### src/rtl/det_pkg.sv
// Shared constants and state encoding for the 3x3 determinant feeder.
// The determinant core itself lives next to the feeder in the parent.
package det_pkg;

  localparam int DATA_W      = 32;
  localparam int N_ELEM      = 9;
  localparam int TIMEOUT_CYC = 64;

  typedef enum logic [2:0] {
    LOAD,
    DRAIN,
    KICK,
    WAIT,
    EMIT
  } feed_state_t;

endpackage

### src/rtl/det3x3_feeder.sv
// Stream front end for the 3x3 determinant core: gathers a row-major frame,
// starts the core, and returns the result or an in-band error.
module det3x3_feeder #(
  parameter int DATA_W      = det_pkg::DATA_W,
  parameter int N_ELEM      = det_pkg::N_ELEM,
  parameter int TIMEOUT_CYC = det_pkg::TIMEOUT_CYC
) (
  input  logic                     clk,
  input  logic                     reset_n,
  input  logic                     s_valid,
  output logic                     s_ready,
  input  logic [DATA_W-1:0]        s_data,
  input  logic                     s_last,
  output logic                     m_valid,
  input  logic                     m_ready,
  output logic [DATA_W-1:0]        m_data,
  output logic                     m_err,
  output logic                     core_start,
  output logic [N_ELEM*DATA_W-1:0] core_mat,
  input  logic                     core_busy,
  input  logic                     core_done,
  input  logic [DATA_W-1:0]        core_det
);

  import det_pkg::*;

  localparam int IDX_W = $clog2(N_ELEM);
  localparam int TMO_W = $clog2(TIMEOUT_CYC);

  localparam logic [IDX_W-1:0] LAST_IDX = IDX_W'(N_ELEM - 1);
  localparam logic [TMO_W-1:0] TMO_LAST = TMO_W'(TIMEOUT_CYC - 1);

  feed_state_t      state;
  logic [IDX_W-1:0] idx;
  logic [TMO_W-1:0] tmo;
  logic             s_fire;
  logic             m_fire;

  assign s_fire = s_valid && s_ready;
  assign m_fire = m_valid && m_ready;

  always_ff @(posedge clk or negedge reset_n) begin
    if (!reset_n) begin
      state      <= LOAD;
      idx        <= '0;
      tmo        <= '0;
      s_ready    <= 1'b0;
      m_valid    <= 1'b0;
      m_data     <= '0;
      m_err      <= 1'b0;
      core_start <= 1'b0;
      core_mat   <= '0;
    end else begin
      unique case (state)
        LOAD: begin
          s_ready <= 1'b1;
          if (s_fire) begin
            for (int k = 0; k < N_ELEM; k++) begin
              if (idx == IDX_W'(k)) begin
                core_mat[k*DATA_W +: DATA_W] <= s_data;
              end
            end
            idx <= idx + 1'b1;
            if (idx == LAST_IDX) begin
              if (s_last) begin
                // start goes out while KICK is current
                state      <= KICK;
                s_ready    <= 1'b0;
                core_start <= !core_busy;
              end else begin
                state <= DRAIN;
              end
            end else if (s_last) begin
              state   <= EMIT;
              s_ready <= 1'b0;
              m_valid <= 1'b1;
              m_err   <= 1'b1;
              m_data  <= '0;
            end
          end
        end
        DRAIN: begin
          if (s_fire && s_last) begin
            state   <= EMIT;
            s_ready <= 1'b0;
            m_valid <= 1'b1;
            m_err   <= 1'b1;
            m_data  <= '0;
          end
        end
        KICK: begin
          if (core_start) begin
            core_start <= 1'b0;
            tmo        <= '0;
            state      <= WAIT;
          end else if (!core_busy) begin
            core_start <= 1'b1;
          end
        end
        WAIT: begin
          tmo <= tmo + 1'b1;
          if (core_done) begin
            m_data  <= core_det;
            m_err   <= 1'b0;
            m_valid <= 1'b1;
            state   <= EMIT;
          end else if (tmo == TMO_LAST) begin
            m_data  <= '0;
            m_err   <= 1'b1;
            m_valid <= 1'b1;
            state   <= EMIT;
          end
        end
        EMIT: begin
          if (m_fire) begin
            m_valid <= 1'b0;
            idx     <= '0;
            s_ready <= 1'b1;
            state   <= LOAD;
          end
        end
        default: begin
          state <= LOAD;
        end
      endcase
    end
  end

endmodule

### config.mk
export PLATFORM = sky130hd
export DESIGN_NAME = det3x3_feeder
export DESIGN_NICKNAME = d
export VERILOG_FILES = /design/src/rtl/det_pkg.sv /design/src/rtl/det3x3_feeder.sv
export SDC_FILE = /design/constraint.sdc
export NUM_CORES = 1
export LEC_CHECK = 0
export CORE_ASPECT_RATIO = 1.4
export CORE_UTILIZATION = 40
export DETAILED_ROUTE_END_ITERATION = 6
export PLACE_DENSITY_LB_ADDON = 0.1
export SLEW_MARGIN = 10
export SYNTH_ARGS = -nofsm -noshare
export SYNTH_HDL_FRONTEND = slang
export SYNTH_SLANG_ARGS = --single-unit
### constraint.sdc
create_clock -name clk -period 3.2 [get_ports clk]
set_input_delay 0.64 -clock clk [delete_from_list [all_inputs] [get_ports clk]]
set_output_delay 0.64 -clock clk [all_outputs]
set_load 0.01 [all_outputs]
==> results of run 1 <==
## layout by cell type, fill, tap and decap left out, types with 2 or more instances in the layout
master and count:
and3b_1 2, clkinv_2 6, mux2_2 288, ha_1 5, nand2_2 8, clkbuf_8 9
dfrtp_1 337, nand4_1 3, buf_4 21, clkdlybuf4s50_1 393, inv_1 7, a22o_1 34
o31ai_1 2, buf_12 5, and2_1 2, o21ai_0 11, a21oi_1 4, nand2_1 14
nor2_1 9, clkbuf_16 35, nand3_1 7, nor3_1 2, mux2i_1 3, a22oi_1 4
nand3b_1 3, clkbuf_1 6
## where the power goes
group | internal, mW | switching, mW | leakage (nW)
sequential | 5.96 | 0.928 | 4.26
clock | 2.29 | 1.62 | 0.545
combinational | 4.36 | 2.76 | 3.38
## Yosys cell counts, drive strengths merged
cell type,number,area share
o211ai,1,0.00059
nor4,2,0.0015
o311a,1,0.00078
and2,2,0.00098
and3b,2,0.0014
a22o,34,0.023
or2,2,0.00098
o21ai,11,0.0043
mux2,288,0.25
dfrtp,337,0.66
a22oi,4,0.0023
nand4,3,0.0015
nor2,9,0.0026
clkbuf,9,0.0026
nand2,22,0.0065
nand3b,3,0.0018
o2111ai,1,0.00068
nand3,7,0.0027
inv,7,0.0021
nand2b,1,0.00049
buf,31,0.012
o22ai,1,0.00049
mux2i,3,0.0023
nor4b,2,0.0019
a21oi,4,0.0016
o221ai,1,0.0012
nor3,3,0.0012
and3,1,0.00049
o41ai,1,0.00068
ha,5,0.0049
and4b,1,0.00078
a21boi,1,0.00059
a31oi,1,0.00049
a21o,1,0.00059
o31ai,2,0.0012
## per-stage QoR
stage          hold slack [ns]  instances   util  worst slack, ns  power, mW
6_report                0.0805       1637  0.585            0.860       17.9
5_1_grt                  0.109       1637  0.585            0.728       18.8
4_1_cts                 0.0837       1637  0.585            0.855       18.2
3_5_place_dp             0.481       1579  0.550            0.380       14.2
3_3_place_gp             0.486       1579  0.550            0.403       14.0
2_1_floorplan            0.344        804      -             1.28       9.72
## cells by family (layout without fill, tap and decap cells)
| logic type | count (synthesis) | in the layout | synth area share |
|---|---|---|---|
| compound gates | 64 | 64 | 0.0387 |
| fa+ha+maj | 5 | 5 | 0.00489 |
| buf+inv | 47 | 485 | 0.0168 |
| flops | 337 | 337 | 0.659 |
| mux | 291 | 291 | 0.256 |
| simple gates | 60 | 60 | 0.0246 |
## layer usage
metal,global-route usage,vias to the layer above
met2,0.368,268
li1,-,3725
met5,0,-
met4,0.0672,0
met1,0.253,4278
met3,0.0629,55
## state kept, by name (all words and copies together), names as in the netlist
| name | count |
|---|---|
| tmo | 6 |
| s_ready | 1 |
| m_valid | 1 |
| core_start | 1 |
| m_err | 1 |
| core_mat | 288 |
| state | 3 |
| m_data | 32 |
| idx | 4 |
## worst paths after layout
path / cells past startpoint / slack, ns / endpoint / start
worst max-delay path: 5 / 0.86 / core_mat[112] / state[1]
worst min-delay path: 1 / 0.08 / core_mat[268] / reset_n
worst max register to register: 5 / 0.86 / core_mat[112] / state[1]
worst min register to register: 1 / 0.49 / tmo[5] / tmo[5]
max in group asynchronous: 2 / 2.28 / core_mat[272] / reset_n
min in group clk: 1 / 0.49 / tmo[5] / tmo[5]
## area by class of cell
cell class                 instances  area [µm²]  share of cell area
sequential                       337        8430               0.458
timing repair buffer             420        4210               0.228
multi-input combinational        420        4170               0.226
clock buffer                      50        1020              0.0555
tap                              395         494              0.0268
clock inverter                     8        68.8             0.00374
inverter                           7        26.3             0.00143
==> run metrics, run 1 <==
Die ar.=32700 µm²; CTS Root Buffer Type=clkbuf_16; syn_area_per_cell=15.9 µm²; VDD IR max=0.000564 V; CTS resizes=0; post-route cell area=18400 µm²; chip width=153 µm; DP Area=17300 µm²; critical path class=reg2reg; port bufs=394; pin count of the biggest net entering global routing=71; Netlist cell types=38; Clock Latency Late Sink=0.52 ns; status=complete, no violations; drt wl/cell=21.1 µm; Cell Chain, Critical Path=nand3b_1, nor4_2, nand2_2, buf_4, mux2_2; Final Critical Period=2.34 ns; routability cong.=0.747; first-pass GRT wire length=52.6 mm; M1 WL=13.5 mm; CTS tree=yes; Syn Nets=880; final worst-path cycle share=0.731; number of global-route vias before repair=8581; CTS Buffer Depth=3; kind of cell adding the most delay to the critical path=simple AND/OR/NAND/NOR gates; Slew Limit Fails=0; DRT Pass-1 Iters=4; clk sinks=337; Largest stage delay, worst path=0.56 ns; CTS clk-pin slew, worst paths=0.06 ns; cts bufs inserted=34; DIE HEIGHT=214 µm; Post-CTS Setup Repair Bufs=0; row count=77; setup violators final=0; top sig layer=met4; met3 WL post-DR=2.47 mm; Slew @ Worst Pin=0.616 ns; vias per std cell=5.09; DR WL met2=17.7 mm; Fmax achieved=427 MHz; synth warn=0; Post-Synthesis Cell Area=12800 µm²; # diodes=0; Lkg Pwr=8.18 nW; post-detail-place hpwl=23.6 mm; Layout Nets=1296; crit path DAT=2.73 ns; # Max-Cap Violations=0; Initial Util=0.406; Mapped Cells=804; Remaining DRCs=0; worst rel slew slack=0.585; Post-Route WL=34.5 mm; initial DRC count=191; Worst Hold Class=in2async; CP Buf/Inv Count=1; Syn-to-layout area delta=44.0%; setup TNS=0 ns; grt ovf=0; clk_skew=0.0168 ns; Seq/Total Area, Yosys=0.659; initial antenna violation count=0; IO Count=395; antenna-violating nets left=0; CP startpoint kind=flip-flop; core footprint=31500 µm²; CP endpoint kind=flip-flop; share of cells above drive strength 1=0.306; fill count=2560; flops & latches, synth=337; All-Layer GR Usage=0.212; CP Max Fanout=22; via count=8326; Pwr Density=973 nW/µm²; RSZ-0062 raised after global routing=no; Slowest-stage cell, CP=dfrtp_1; CTS Hold Bufs=0; Final Hold Vio Count=0; WP data required=3.59 ns; Max H-tree Level=2
No activity file was read; power rests on OpenSTA's default activity.
==> inputs of run 2 (changes only) <==
clock period = 2 ns   (was 3.2 ns; I/O delays follow)
==> run 2 against run 1 <==
  * Cell count is 1.7% higher
  * Worst setup slack worse by 0.78 ns
  * Non-clock buffer count rose by 26
  * Cell area is 2.7% higher
  * Clock-buffer cell count fell by 4
  * Hold slack better by 0.28 ns
  * Critical path depth shrank 4
  * Clock power grew 74%
  * Sequential share of layout area shrank 1.2 points
  * Flip-flop and latch count did not move
  * Wire length rose by 0.26%
  * Die area did not move
  * Critical endpoint is now core_start
==> run metrics, run 2 (synthesized netlist as in run 1, its figures left out) <==
status=complete, no violations (unchanged); r2r endpoint=core_mat[274] (was core_mat[112]); CTS tree=yes (unchanged); drt wl/cell=20.8 µm (was 21.1 µm); CP endpoint kind=output pin (was flip-flop); antenna-violating nets left=0 (unchanged); Post-Route WL=34.6 mm (was 34.5 mm); RSZ-0062 raised after global routing=no (unchanged); post-detail-place hpwl=24.3 mm (was 23.6 mm); first-pass GRT wire length=53.2 mm (was 52.6 mm); crit path DAT=1.52 ns (was 2.73 ns); via count=8473 (was 8326); # Max-Cap Violations=0 (unchanged); initial DRC count=216 (was 191); CP startpoint kind=flip-flop (unchanged); CP Max Fanout=7 (was 22); Layout Nets=1322 (was 1296); cts bufs inserted=34 (unchanged); registers with the most flip-flops=core_mat x288, m_data x32, tmo x6 (unchanged); number of global-route vias before repair=8903 (was 8581); fin worst setup slack=0.0772 ns (was 0.860 ns); critical path class=reg2out (was reg2reg); leading cell type in the layout, fill and taps excluded=clkdlybuf4s50_1 (unchanged); FF-to-FF Start=idx[0] (was state[1]); CTS Buffer Depth=3 (unchanged); post-route cell area=18900 µm² (was 18400 µm²); R2R setup slack=0.13 ns (was 0.86 ns); DP Area=17700 µm² (was 17300 µm²); pin count of the biggest net entering global routing=67 (was 71); final worst-path cycle share=0.961; clk_skew=0.0170 ns (was 0.0168 ns); Final Critical Period=1.92 ns; max reg flops=288 (unchanged); Remaining DRCs=0 (unchanged); Final Hold Vio Count=0 (unchanged); IO Count=395 (unchanged); worst rel slew slack=0.734 (was 0.585); routability cong.=0.758 (was 0.747); Initial Util=0.406 (unchanged); Fmax achieved=520 MHz; clk sinks=337 (unchanged); Slew @ Worst Pin=0.398 ns (was 0.616 ns); Syn-to-layout area delta=47.8% (was 44.0%); VDD IR max=0.000984 V (was 0.000564 V); Cell Chain, Critical Path=clkdlybuf4s50_1 (was nand3b_1, nor4_2, nand2_2, buf_4, mux2_2); Max H-tree Level=2 (unchanged); # diodes=0 (unchanged); WP data required=1.60 ns (was 3.59 ns); CP Buf/Inv Count=1 (unchanged); Pwr Density=1560 nW/µm² (was 973 nW/µm²); DRT Pass-1 Iters=4 (unchanged); vias per std cell=5.09 (about the same); Worst Hold Class=in2async (unchanged); chip width=153 µm (unchanged); Largest stage delay, worst path=0.58 ns (was 0.56 ns); core footprint=31500 µm² (unchanged); DIE HEIGHT=214 µm (unchanged); All-Layer GR Usage=0.213 (was 0.212); share of cells above drive strength 1=0.320 (was 0.306); commonest cells after routing, fill and taps aside=clkdlybuf4s50_1, dfrtp_1, mux2_2 (unchanged); DP Worst Slack=-0.253 ns (was 0.380 ns); row count=77 (unchanged); Slew Limit Fails=0 (unchanged); CTS Root Buffer Type=clkbuf_16 (unchanged); grt ovf=0 (unchanged); Die ar.=32700 µm² (unchanged); Lkg Pwr=8.44 nW (was 8.18 nW); Reg with most FFs=core_mat (unchanged); kind of cell adding the most delay to the critical path=buffers and inverters (was simple AND/OR/NAND/NOR gates); initial antenna violation count=0 (unchanged); worst reg2reg path depth=6 (was 5); Slowest-stage cell, CP=clkdlybuf4s50_1 (was dfrtp_1); port bufs=394 (unchanged); setup violators final=0 (unchanged); CTS clk-pin slew, worst paths=0.07 ns (was 0.06 ns); Clock Latency Late Sink=0.52 ns (about the same)
[run 2: changes by cell type in the layout (fill, tap and decap cells not counted)]
cell             delta
buf_12             +15
inv_6               +1
clkbuf_1            +1
clkinv_2            -3
bufinv_16           +5
dlygate4sd3_1       +1
dfrtp_2             +1
dlygate4sd2_1       +1
clkbuf_8            -5
clkdlybuf4s50_1     -1
buf_4              +10
dfrtp_1             -1
clkinv_4            +3
[run 2: timing repair]
| action | 4_1_cts | 5_1_grt |
|---|---|---|
| buffers inserted | 0 | 0 |
| resized for setup | 2 | 0 |
| endpoints found under the setup margin | 2 | 0 |
| endpoints found under the hold margin | 25 | 0 |
| hold buffers | 1 | 0 |
[run 2: final cells by class]
cell class	count	area [µm²]
Fill cell	2575	12600
Sequential cell	337	8430
Timing Repair Buffer	446	4590
Multi-Input combinational cell	420	4170
Clock buffer	46	957
Tap cell	395	494
Clock inverter	14	239
Inverter	7	26.3
[run 2: routing by layer]
metal,part of all wire,vias up,GRT usage
met5,0,-,0
met1,0.39,4355,0.254
met3,0.072,47,0.0620
li1,-,3796,-
met4,0.024,0,0.0662
met2,0.52,275,0.372
[run 2: report_power, final]
part	total, mW	switching [mW]	internal [mW]
sequential	10.9	1.41	9.53
combinational	11.7	4.53	7.18
clock	6.82	2.66	4.16
total	29.5	8.60	20.9
[run 2: stage by stage]
step,util,power [mW],hold WS (ns),cells,setup TNS [ns]
floorplan,-,15.6,0.104,804,0
global placement,0.562,22.7,0.304,1604,-58.80
detailed placement,0.562,22.9,0.304,1604,-56.94
CTS,0.600,29.8,0.357,1665,0
global route,0.600,30.9,0.374,1665,0
finish,0.600,29.5,0.356,1665,0
[run 2: worst max path at each step]
| stage | slack (ns) | end | cells after the start | from |
|---|---|---|---|---|
| floorplan | 0.11 | core_mat[257] | 6 | idx[0] |
| global placement | -0.24 | core_mat[271] | 6 | s_valid |
| detailed placement | -0.25 | core_mat[274] | 6 | s_valid |
| CTS | 0.04 | core_start | 1 | core_start |
| global route | 0.01 | core_mat[196] | 6 | state[2] |
| finish | 0.08 | core_start | 1 | core_start |
==> inputs of run 3 (changes only) <==
CORE_ASPECT_RATIO = default   (was 1.4)
clock period = 2.05 ns   (was 2 ns; I/O delays follow)
==> run 3 against run 2 <==
  * Cell count up 0.36%
  * Combinational power about the same
  * Non-clock buffer count down 4
  * Clock power down 2%
  * Wire length down 2.9%
  * Critical endpoint unchanged
==> run metrics, run 3 (synthesized netlist as in run 1, its figures left out) <==
Sequential cell area=8430 µm² (about the same); worst reg2reg path depth=6 (unchanged); post-detail-place hpwl=23.6 mm (was 24.3 mm); Syn-to-layout area delta=48.5% (was 47.8%); row count=65 (was 77); Fmax achieved=504 MHz; leading cell type in the layout, fill and taps excluded=clkdlybuf4s50_1 (unchanged); max reg flops=288 (unchanged); VDD IR max=0.000855 V (was 0.000984 V); Lkg Pwr=8.48 nW (was 8.44 nW); Final Hold Vio Count=0 (unchanged); number of global-route vias before repair=8662 (was 8903); registers with the most flip-flops=core_mat x288, m_data x32, tmo x6 (unchanged); Clock Latency Late Sink=0.51 ns (was 0.52 ns); Remaining DRCs=0 (unchanged); worst hold slack=0.408 ns (was 0.356 ns); status=complete, no violations (unchanged); grt ovf=0 (unchanged); pin count of the biggest net entering global routing=45 (was 67); clk_skew=0.0119 ns (was 0.0170 ns); fin worst setup slack=0.0643 ns (was 0.0772 ns); core footprint=31500 µm² (about the same); kind of cell adding the most delay to the critical path=buffers and inverters (unchanged); # Max-Cap Violations=0 (unchanged); crit path from=core_start (unchanged); post-layout util=0.604 (was 0.600); commonest cells after routing, fill and taps aside=clkdlybuf4s50_1, dfrtp_1, mux2_2 (unchanged); CP endpoint kind=output pin (unchanged); Reg with most FFs=core_mat (unchanged); DIE HEIGHT=181 µm (was 214 µm); fill count=2490 (was 2575); chip width=181 µm (was 153 µm); antenna-violating nets left=0 (unchanged); Post-Route WL=33.6 mm (was 34.6 mm); CTS Buffer Depth=3 (unchanged); share of cells above drive strength 1=0.321 (was 0.320); Slew Limit Fails=0 (unchanged); CP Max Fanout=7 (unchanged); via count=8342 (was 8473); CTS Root Buffer Type=clkbuf_16 (unchanged); first-pass GRT wire length=52.5 mm (was 53.2 mm); initial DRC count=305 (was 216); RSZ-0062 raised after global routing=no (unchanged); port bufs=394 (unchanged); vias per std cell=4.99 (was 5.09); DP Worst Slack=-0.265 ns (was -0.253 ns); CTS clk-pin slew, worst paths=0.06 ns (was 0.07 ns); worst setup path endpoint=core_start (unchanged); setup TNS=0 ns (unchanged); R2R setup slack=0.16 ns (was 0.13 ns); setup violators final=0 (unchanged); Initial Util=0.407 (was 0.406); Final Critical Period=1.99 ns; Pwr Density=1510 nW/µm² (was 1560 nW/µm²); clk sinks=337 (unchanged); crit path DAT=1.58 ns (was 1.52 ns); Worst Hold Class=in2async (unchanged); Die ar.=32700 µm² (about the same); Layout Nets=1321 (was 1322); cts bufs inserted=37 (was 34); drt wl/cell=20.1 µm (was 20.8 µm); initial antenna violation count=0 (unchanged); WP data required=1.64 ns (was 1.60 ns); Largest stage delay, worst path=0.61 ns (was 0.58 ns); critical path class=reg2out (unchanged); final worst-path cycle share=0.969; All-Layer GR Usage=0.208 (was 0.213); Max H-tree Level=2 (unchanged); # diodes=0 (unchanged); IO Count=395 (unchanged); Cell Chain, Critical Path=clkdlybuf4s50_1 (unchanged); Multi-input gate area=4170 µm² (unchanged); worst rel slew slack=0.722 (was 0.734); CTS tree=yes (unchanged); FF-to-FF Start=idx[1] (was idx[0]); Slowest-stage cell, CP=clkdlybuf4s50_1 (unchanged); CP Buf/Inv Count=1 (unchanged); Slew @ Worst Pin=0.417 ns (was 0.398 ns); CP startpoint kind=flip-flop (unchanged); Crit. path cell count=1 (unchanged); DRT Pass-1 Iters=4 (unchanged); routability cong.=0.737 (was 0.758); r2r endpoint=core_mat[276] (was core_mat[274])
run 3: changes by cell type in the layout (fill, tap and decap cells not counted), sizes merged, moves of 4 or more:
cell	previous run	this run
buf	52	48
bufinv	6	1
clkbuf	46	59
clkinv	6	2
run 3: how the worst min path moves through the flow:
stage	from	endpoint	slack (ns)	cells past startpoint
after floorplan	reset_n	core_mat[0]	0.11	0
after global placement	reset_n	core_mat[3]	0.36	1
after detailed placement	reset_n	core_mat[3]	0.36	1
after CTS	reset_n	core_mat[3]	0.40	2
after global routing	reset_n	core_mat[130]	0.42	2
final	reset_n	core_mat[3]	0.41	2
run 3: area by class of cell:
type	count	area share
clock buffer	59	0.0632
clock inverter	4	0.00277
sequential	337	0.444
inverter	7	0.00138
multi-input combinational	420	0.220
tap	402	0.0265
timing repair buffer	442	0.243
run 3: timing repair:
item,in CTS,in global routing
gates resized for setup,0,0
hold buffers,1,0
setup buffers,0,0
hold endpoints to repair,34,0
run 3: power breakdown:
part / internal [mW] / leakage (nW) / switching [mW]
registers: 9.30 / 4.26 / 1.34
logic: 7.00 / 3.60 / 4.36
clock network: 4.12 / 0.621 / 2.56
total: 20.4 / 8.48 / 8.26
run 3: metal layers:
metal,track usage,share of wire
met1,0.266,0.43
met2,0.341,0.48
met3,0.0647,0.077
met4,0.0595,0.023
met5,0,0
run 3: stage by stage:
step / total power [mW] / cells / cell area, µm²
after floorplan: 15.2 / 804 / 12800
after global placement: 22.0 / 1607 / 17700
after detailed placement: 22.3 / 1607 / 17700
after CTS: 29.1 / 1671 / 19000
after global routing: 30.2 / 1671 / 19000
final: 28.7 / 1671 / 19000
